$ cat src/rtl/vend_sequencer.sv
// Vending machine sequencer: accumulates coin credit, releases the item at PRICE,
// then pays change or a cancel refund one coin at a time via a valid/ack handshake.
module vend_sequencer #(
  parameter int PRICE        = 5,
  parameter int FARTHING_VAL = 1,
  parameter int HALF_VAL     = 2,
  parameter int PENNY_VAL    = 4
) (
  input  logic       clk,
  input  logic       reset,
  input  logic       coin_valid,
  input  logic [1:0] coin_type,
  input  logic       cancel,
  input  logic       change_ack,
  output logic [3:0] credit,
  output logic       coin_accept,
  output logic       coin_reject,
  output logic       item_out,
  output logic       change_valid,
  output logic       change_coin,
  output logic       busy
);
  typedef enum logic [1:0] {S_COLLECT, S_VEND, S_PAYOUT} state_t;

  localparam logic [4:0] LP_PRICE = 5'(PRICE);
  localparam logic [4:0] LP_F     = 5'(FARTHING_VAL);
  localparam logic [4:0] LP_H     = 5'(HALF_VAL);
  localparam logic [4:0] LP_P     = 5'(PENNY_VAL);

  state_t     r_state;
  logic [3:0] r_credit;
  logic [3:0] r_payout;
  logic       r_accept;
  logic       r_reject;

  logic [4:0] w_val;
  logic [4:0] w_sum;
  logic       w_illegal;
  logic [3:0] w_pay_nxt;

  always_comb begin
    w_val = 5'd0;
    case (coin_type)
      2'b00:   w_val = LP_F;
      2'b01:   w_val = LP_H;
      2'b10:   w_val = LP_P;
      default: w_val = 5'd0;
    endcase
  end

  // sum kept 5 bits wide so an overflowing coin is seen before truncation
  assign w_sum     = {1'b0, r_credit} + w_val;
  assign w_illegal = (coin_type == 2'b11);
  assign w_pay_nxt = r_payout - ((r_payout >= 4'd2) ? 4'd2 : 4'd1);

  always_ff @(posedge clk or posedge reset) begin
    if (reset) begin
      r_state  <= S_COLLECT;
      r_credit <= 4'd0;
      r_payout <= 4'd0;
      r_accept <= 1'b0;
      r_reject <= 1'b0;
    end else begin
      r_accept <= 1'b0;
      r_reject <= 1'b0;
      case (r_state)
        S_COLLECT: begin
          if (cancel) begin
            r_reject <= coin_valid;
            if (r_credit != 4'd0) begin
              r_payout <= r_credit;
              r_credit <= 4'd0;
              r_state  <= S_PAYOUT;
            end
          end else if (coin_valid) begin
            if (w_illegal || (w_sum > 5'd15)) begin
              r_reject <= 1'b1;
            end else begin
              r_credit <= w_sum[3:0];
              r_accept <= 1'b1;
              if (w_sum >= LP_PRICE) r_state <= S_VEND;
            end
          end
        end
        S_VEND: begin
          r_reject <= coin_valid;
          r_payout <= r_credit - LP_PRICE[3:0];
          r_credit <= 4'd0;
          r_state  <= (r_credit == LP_PRICE[3:0]) ? S_COLLECT : S_PAYOUT;
        end
        S_PAYOUT: begin
          r_reject <= coin_valid;
          if (change_ack) begin
            r_payout <= w_pay_nxt;
            if (w_pay_nxt == 4'd0) r_state <= S_COLLECT;
          end
        end
        default: r_state <= S_COLLECT;
      endcase
    end
  end

  assign credit       = r_credit;
  assign coin_accept  = r_accept;
  assign coin_reject  = r_reject;
  assign item_out     = (r_state == S_VEND);
  assign change_valid = (r_state == S_PAYOUT);
  assign change_coin  = (r_state == S_PAYOUT) && (r_payout >= 4'd2);
  assign busy         = (r_state != S_COLLECT);
endmodule

$ cat config.mk
export PLATFORM = sky130hd
export DESIGN_NAME = vend_sequencer
export DESIGN_NICKNAME = d
export VERILOG_FILES = /design/src/rtl/vend_sequencer.sv
export SDC_FILE = /design/constraint.sdc
export NUM_CORES = 1
export LEC_CHECK = 0
export ABC_AREA = 1
export BUFFER_PORTS_ARGS = -buffer_cell sky130_fd_sc_hd__buf_4
export CAP_MARGIN = 10
export CORE_MARGIN = 10
export CORE_UTILIZATION = 60
export DETAILED_ROUTE_END_ITERATION = 8
export PLACE_DENSITY = 0.95
export SYNTH_ARGS = -nofsm -noshare
export SYNTH_HDL_FRONTEND = slang
export SYNTH_SLANG_ARGS = --single-unit
export TNS_END_PERCENT = 30
$ cat constraint.sdc
create_clock -name clk -period 3 [get_ports clk]
set_input_delay 0.45 -clock clk [delete_from_list [all_inputs] [get_ports clk]]
set_output_delay 0.45 -clock clk [all_outputs]
set_load 0.05 [all_outputs]
==> results of run 1 <==
cell usage in the layout, fill, tap and decap left out, drive strengths merged:
master | netlist | layout
clkbuf | 0 | 3
o22ai | 1 | 1
or2 | 2 | 2
nand3 | 15 | 15
a21oi | 5 | 5
o221ai | 1 | 1
buf | 2 | 16
o21ai | 12 | 12
nor3 | 1 | 1
nor2 | 23 | 23
nand3b | 2 | 2
nand2 | 31 | 31
inv | 25 | 25
dfrtp | 12 | 12
o211ai | 2 | 2
nand4 | 3 | 3
fa | 2 | 2
and3 | 1 | 1
ha | 12 | 12
final cells by class:
cell class                      count  area, um2  share of cell area [%]
Multi-Input combinational cell    113        673                    54.2
Clock buffer                        3       22.5                    1.81
Inverter                           25       93.8                    7.56
Timing Repair Buffer               16        120                    9.68
Sequential cell                    12        300                    24.2
Tap cell                           25       31.3                    2.52
worst reg2reg max path: stages (launching register included):
cell	delay [ps]
dfrtp_1	410
nor3_1	390
inv_1	120
fa_1	560
nor2_1	70
nor2_1	110
nand3_1	80
nor2_1	220
nand3_2	110
nand2_1	80
nand2_1	50
stage by stage:
stage | area (um2) | utilization (%) | setup WS, ps
6_report | 1240 | 71.9 | 716
3_3_place_gp | 1220 | 70.6 | 888
5_1_grt | 1240 | 71.9 | 492
3_5_place_dp | 1220 | 70.6 | 756
2_1_floorplan | 1080 | - | 693
4_1_cts | 1240 | 71.9 | 733
power breakdown:
group	total (W)	leakage, nW	switching (W)	internal, W
Sequential	0.000285	0.158	0.0000666	0.000219
Clock	0.0000951	0.0138	0.0000487	0.0000464
Combinational	0.00100	0.482	0.000671	0.000331
layer usage:
metal / vias up / GRT usage, % / routed length, um
li1: 527 / - / -
met5: - / 0 / 0
met1: 515 / 14.9 / 1090
met2: 52 / 24.2 / 1410
met4: 0 / 8.38 / 40
met3: 7 / 2.15 / 170
registers in the layout, summed over array words and instances, names as in the netlist:
register and count:
r_payout 4, coin_reject 1, coin_accept 1, r_state 2
credit 4
synth_stat cells, types with 2 or more instances:
cell / count / share of area (%)
nand2_1: 29 / 10
inv_1: 22 / 7.6
nor2_1: 22 / 7.6
nand3_1: 13 / 6.0
dfrtp_1: 12 / 28
ha_1: 12 / 14
o21ai_0: 6 / 2.8
o21ai_1: 6 / 2.8
a21oi_1: 4 / 1.8
inv_2: 3 / 1.0
fa_1: 2 / 3.7
nand2_2: 2 / 1.2
nand3_2: 2 / 1.8
nand3b_1: 2 / 1.4
nand4_1: 2 / 1.2
o211ai_1: 2 / 1.4
or2_2: 2 / 1.2
logic make-up after synthesis:
kind of cell	synth area share [%]
AND/OR/NAND/NOR	33.6
adder cells (fa/ha/maj)	17.6
flip-flops	27.7
buffers and inverters	10.2
AO/OA/AOI/OAI	11.0
final timing paths:
kind | startpoint | cells after the start | endpoint
worst max register to register | r_payout[2] | 10 | r_state[1]
min in group clk | coin_valid | 3 | coin_reject
worst min register to register | r_payout[0] | 2 | r_payout[0]
worst max-delay path | r_payout[2] | 10 | r_state[1]
max in group asynchronous | reset | 2 | credit[3]
worst min-delay path | reset | 2 | r_payout[2]
==> impl_metrics.toml, run 1 <==
[run_status]
run_status = "finished, final reports clean"

[yosys]
syn_inst = 152
synth_ff_type = "dfrtp_1"
synth.yosys.seq_area_share_pct = 27.7
async_flop_share_pct = 100
ys_warn_count = 0
ys_ff_latch = 12
syn_avg_cell_area_um2 = 7.13
synth_edf_count = 0
synthDistinctLibCells = 26
syn-num-nets = 173
syn_area_mm2 = 0.00108

[critical_path]
crit_fanout = 4
rrSetupSlack_ps = 720
required_ps = 3170
cp-end-kind = "flip-flop"
worst_path_max_delay_cell = "fa_1"
crit_path_cell_trace = "nor3_1, inv_1, fa_1, nor2_1, nor2_1, nand3_1, nor2_1, nand3_2, nand2_1, nand2_1"
worstSetupStartpointType = "flip-flop"
critPathBufInv = 1
path_class = "reg -> reg"
path_delay_family = "simple AND/OR/NAND/NOR gates"
cp_slowest_stage_delay_ps = 560
arrival_ps = 2450
path_common_cell = "nor2_1"

[hold_path]
hold_path.class = "in -> async"

[layout]
post_route_cells_drive_above_1_share_pct = 18.3
n_antenna_cell = 0
final_nets = 192
area_delta_synth_final_pct = 14.5
instances_no_fill = 194
fillers = 150

[power_and_ir_drop]
p_leak_nw = 0.653
irDropWorstVdd_v = 0.000486
power.density_mw_per_mm2 = 1110
total_power_w = 0.00138

[sta]
fin_crit_ps = 2280
relSlewSlack_pct = 70.3
maxSlewViolCount = 0
timing.final.crit_share_pct = 76.1
finalHoldWorstSlack_ps = 178
setup_tns_ps = 0
fmax_ghz = 0.438
setup_viol = 0
worst_pin_slew_ps = 445
skew_ps = 9.27
hold_viol_final = 0
rsz0062_at_grt = "no"

[floorplan]
coreArea_mm2 = 0.00173
num_rows = 15
start_util_pct = 62.8
die_h_um = 62.5
die_w_um = 62.5
dieArea_mm2 = 0.00391
ios = 17

[cts]
clockBufferDepth = 2
cts_buffers = 3
htree_levels = 1
clk_latency_ps = 270
cts-resized-gates = 0
cts.sink_count = 12
post_cts_buffers = 0
cts_hold_buf = 0
root_buffer = "clkbuf_4"
cts_tree = "built"
clk_pin_slew_ps = 70

[detailed_routing]
antenna_left = 0
viasPerCell = 5.68
drtIter0Drc = 59
drc = 0
wire_per_inst_um = 14.0
wirelength_mm = 2.71
route.vias.total = 1101
first_pass_iters = 4

[placement]
place_inst = 191
hpwl_mm = 2.13
place.gp.congestion = 0.946
io_buffers = 16

[global_routing]
grt_pass1_vias = 1084
grt_max_degree = 13
antenna_found_initial = 0
overflow = 0
track_usage_pct = 13.7
grt_pass1_wl_mm = 4.60

[flow_run]
cap_viol_max_count = 0
No activity file was read; power rests on OpenSTA's default activity.
==> run 2: changes to the inputs <==
- ABC_AREA: 1 -> 0
- CORE_UTILIZATION: 60 -> 50
- PLACE_DENSITY: 0.95 -> 0.86
- clock period: 3 -> 2.05 ns (I/O delays scaled with it)
==> impl_metrics.toml, run 2 <==
[run_status]
run_status = "finished, violations left"
violations = "negative setup slack"

[cts]
cts.sink_count = 12
clk_latency_ps = 270
cts_buffers = 3
cts_tree = "built"
root_buffer = "clkbuf_4"
clockBufferDepth = 2
htree_levels = 1
clk_pin_slew_ps = 80

[placement]
place_inst = 164
place.gp.congestion = 0.954
hpwl_mm = 2.12
placed_area_mm2 = 0.00133
io_buffers = 16

[detailed_routing]
drtIter0Drc = 55
wirelength_mm = 2.68
route.vias.total = 954
antenna_left = 0
viasPerCell = 5.58
wire_per_inst_um = 15.6
first_pass_iters = 4
drc = 0

[yosys]
synth.most_common_cell = "inv_1"
async_flop_share_pct = 100
syn-num-nets = 131
synth_top_cell_by_area = "dfrtp_1"
syn_inst = 110
syn_area_mm2 = 0.00106
ys_top_cells_by_count = "inv_1, dfrtp_1, ha_1"
synthTopCellsByArea = "dfrtp_1, ha_1, inv_1"
ys_warn_count = 0
synth_edf_count = 0
synth.yosys.seq_area_share_pct = 28.2
ys_ff_latch = 12
synth_top_area_share_pct = 28.2
synth_ff_type = "dfrtp_1"
synthDistinctLibCells = 36
syn_avg_cell_area_um2 = 9.68

[power_and_ir_drop]
power.density_mw_per_mm2 = 1770
p_leak_nw = 0.723
irDropWorstVdd_v = 0.000941

[layout]
final_common_cell = "buf_4"
area_delta_synth_final_pct = 31.4
utilization_pct = 69.9
final_area_mm2 = 0.00140
post_route_cells_drive_above_1_share_pct = 41.0
layout_common_cells = "buf_4, inv_1, dfrtp_1"
fillers = 167
instances_no_fill = 171
final_nets = 166
n_antenna_cell = 0

[sta]
rsz0062_at_grt = "yes"
fmax_ghz = 0.442
worst_pin_slew_ps = 512
hold_viol_final = 0
fin_ws_ps = -213
setup_viol = 4
fin_crit_ps = 2260
setup_tns_ps = -563
timing.final.crit_share_pct = 110
maxSlewViolCount = 0
relSlewSlack_pct = 65.8
skew_ps = 1.48

[floorplan]
num_rows = 16
coreArea_mm2 = 0.00200
start_util_pct = 53.2
ios = 17
die_h_um = 66.1
dieArea_mm2 = 0.00438
die_w_um = 66.1

[global_routing]
overflow = 0
grt_pass1_vias = 945
track_usage_pct = 12.2
grt_max_degree = 13
antenna_found_initial = 0
grt_pass1_wl_mm = 4.32

[critical_path]
cp_slowest_stage_delay_ps = 430
crit_path_cell_trace = "or3_4, inv_4, ha_4, fa_1, nand3_1, o21ai_1, nor3b_2, o211ai_2, mux2_4"
path_class = "reg -> reg"
worstSetupStartpointType = "flip-flop"
required_ps = 2220
worst_path_max_delay_cell = "fa_1"
cp-end-kind = "flip-flop"
crit_fanout = 2
arrival_ps = 2430

[hold_path]
hold_path.class = "in -> async"

[flow_run]
cap_viol_max_count = 0
[run 2: cell count changes in the layout (fill, tap and decap cells not counted), sizes merged, moves of 4 or more]
cell	change
buf	+16
inv	-12
mux2	+5
nand2	-24
nand3	-13
nor2	-14
nor3b	+4
o21ai	-4
[run 2: cell families (layout without fill, tap and decap cells)]
logic type                 count (synthesis)  in the layout  share of synthesized area (%)
muxes                                      7              7                           8.23
buffers and inverters                     15             49                           6.11
and+or+nand+nor                           30             30                           16.3
AOI/OAI and AO/OA                         28             28                           20.0
adders and majority gates                 14             14                           17.9
xor gates and xnor gates                   4              4                           3.29
DFF                                       12             12                           28.2
[run 2: metrics by stage]
stage / setup slack [ps] / hold WS, ps / power (W)
3_3_place_gp: -150 / 344 / 0.00209
2_1_floorplan: -162 / 172 / 0.00167
6_report: -213 / 55.4 / 0.00248
5_1_grt: -291 / 82.4 / 0.00266
3_5_place_dp: -221 / 382 / 0.00216
4_1_cts: -226 / 79.8 / 0.00241
[run 2: worst paths after layout]
kind	from	end	slack (ps)	depth (start not counted)
min in group clk	coin_valid	coin_accept	310	2
worst max register to register	r_payout[2]	r_state[0]	-210	9
worst min-delay path	reset	r_state[0]	60	2
max in group asynchronous	reset	credit[0]	1620	2
worst max-delay path	r_payout[2]	r_state[0]	-210	9
worst min register to register	r_state[0]	r_state[0]	600	1
[run 2: layer usage]
metal  part of all wire [%]  GRT usage (%)
met4                    1.3           4.45
met5                      0              0
met3                    6.1           1.86
met1                     42           15.1
met2                     51           20.5
[run 2: layout make-up]
| cell class | instances | area (um2) | share of cell area (%) |
|---|---|---|---|
| multi-input cells | 83 | 736 | 52.6 |
| repair buffers | 32 | 240 | 17.2 |
| inverters | 13 | 51.3 | 3.67 |
| flip-flops and latches | 12 | 302 | 21.6 |
| well taps | 27 | 33.8 | 2.42 |
| clock buffers | 4 | 36.3 | 2.59 |
[run 2: repair_timing]
action	CTS	global route
setup buffers	1	2
resized for setup	1	2
setup endpoints to repair	6	7
hold buffers	0	0
pin swaps	3	4
[run 2: worst max-delay path: cells and delay by family, from the launching register on]
kind            cells  cell delay [ps]
flops               1              390
mux                 1              320
buf+inv             1               70
fa+ha+maj           2              550
simple gates        3              670
compound gates      2              150
[run 2: power breakdown]
| group | leakage, nW | total, W | switching (W) | internal (W) |
|---|---|---|---|---|
| sequential | 0.156 | 0.000406 | 0.0000798 | 0.000327 |
| clock | 0.0210 | 0.000196 | 0.0000885 | 0.000108 |
| combinational | 0.546 | 0.00188 | 0.00102 | 0.000857 |
| total | 0.723 | 0.00248 | 0.00119 | 0.00129 |
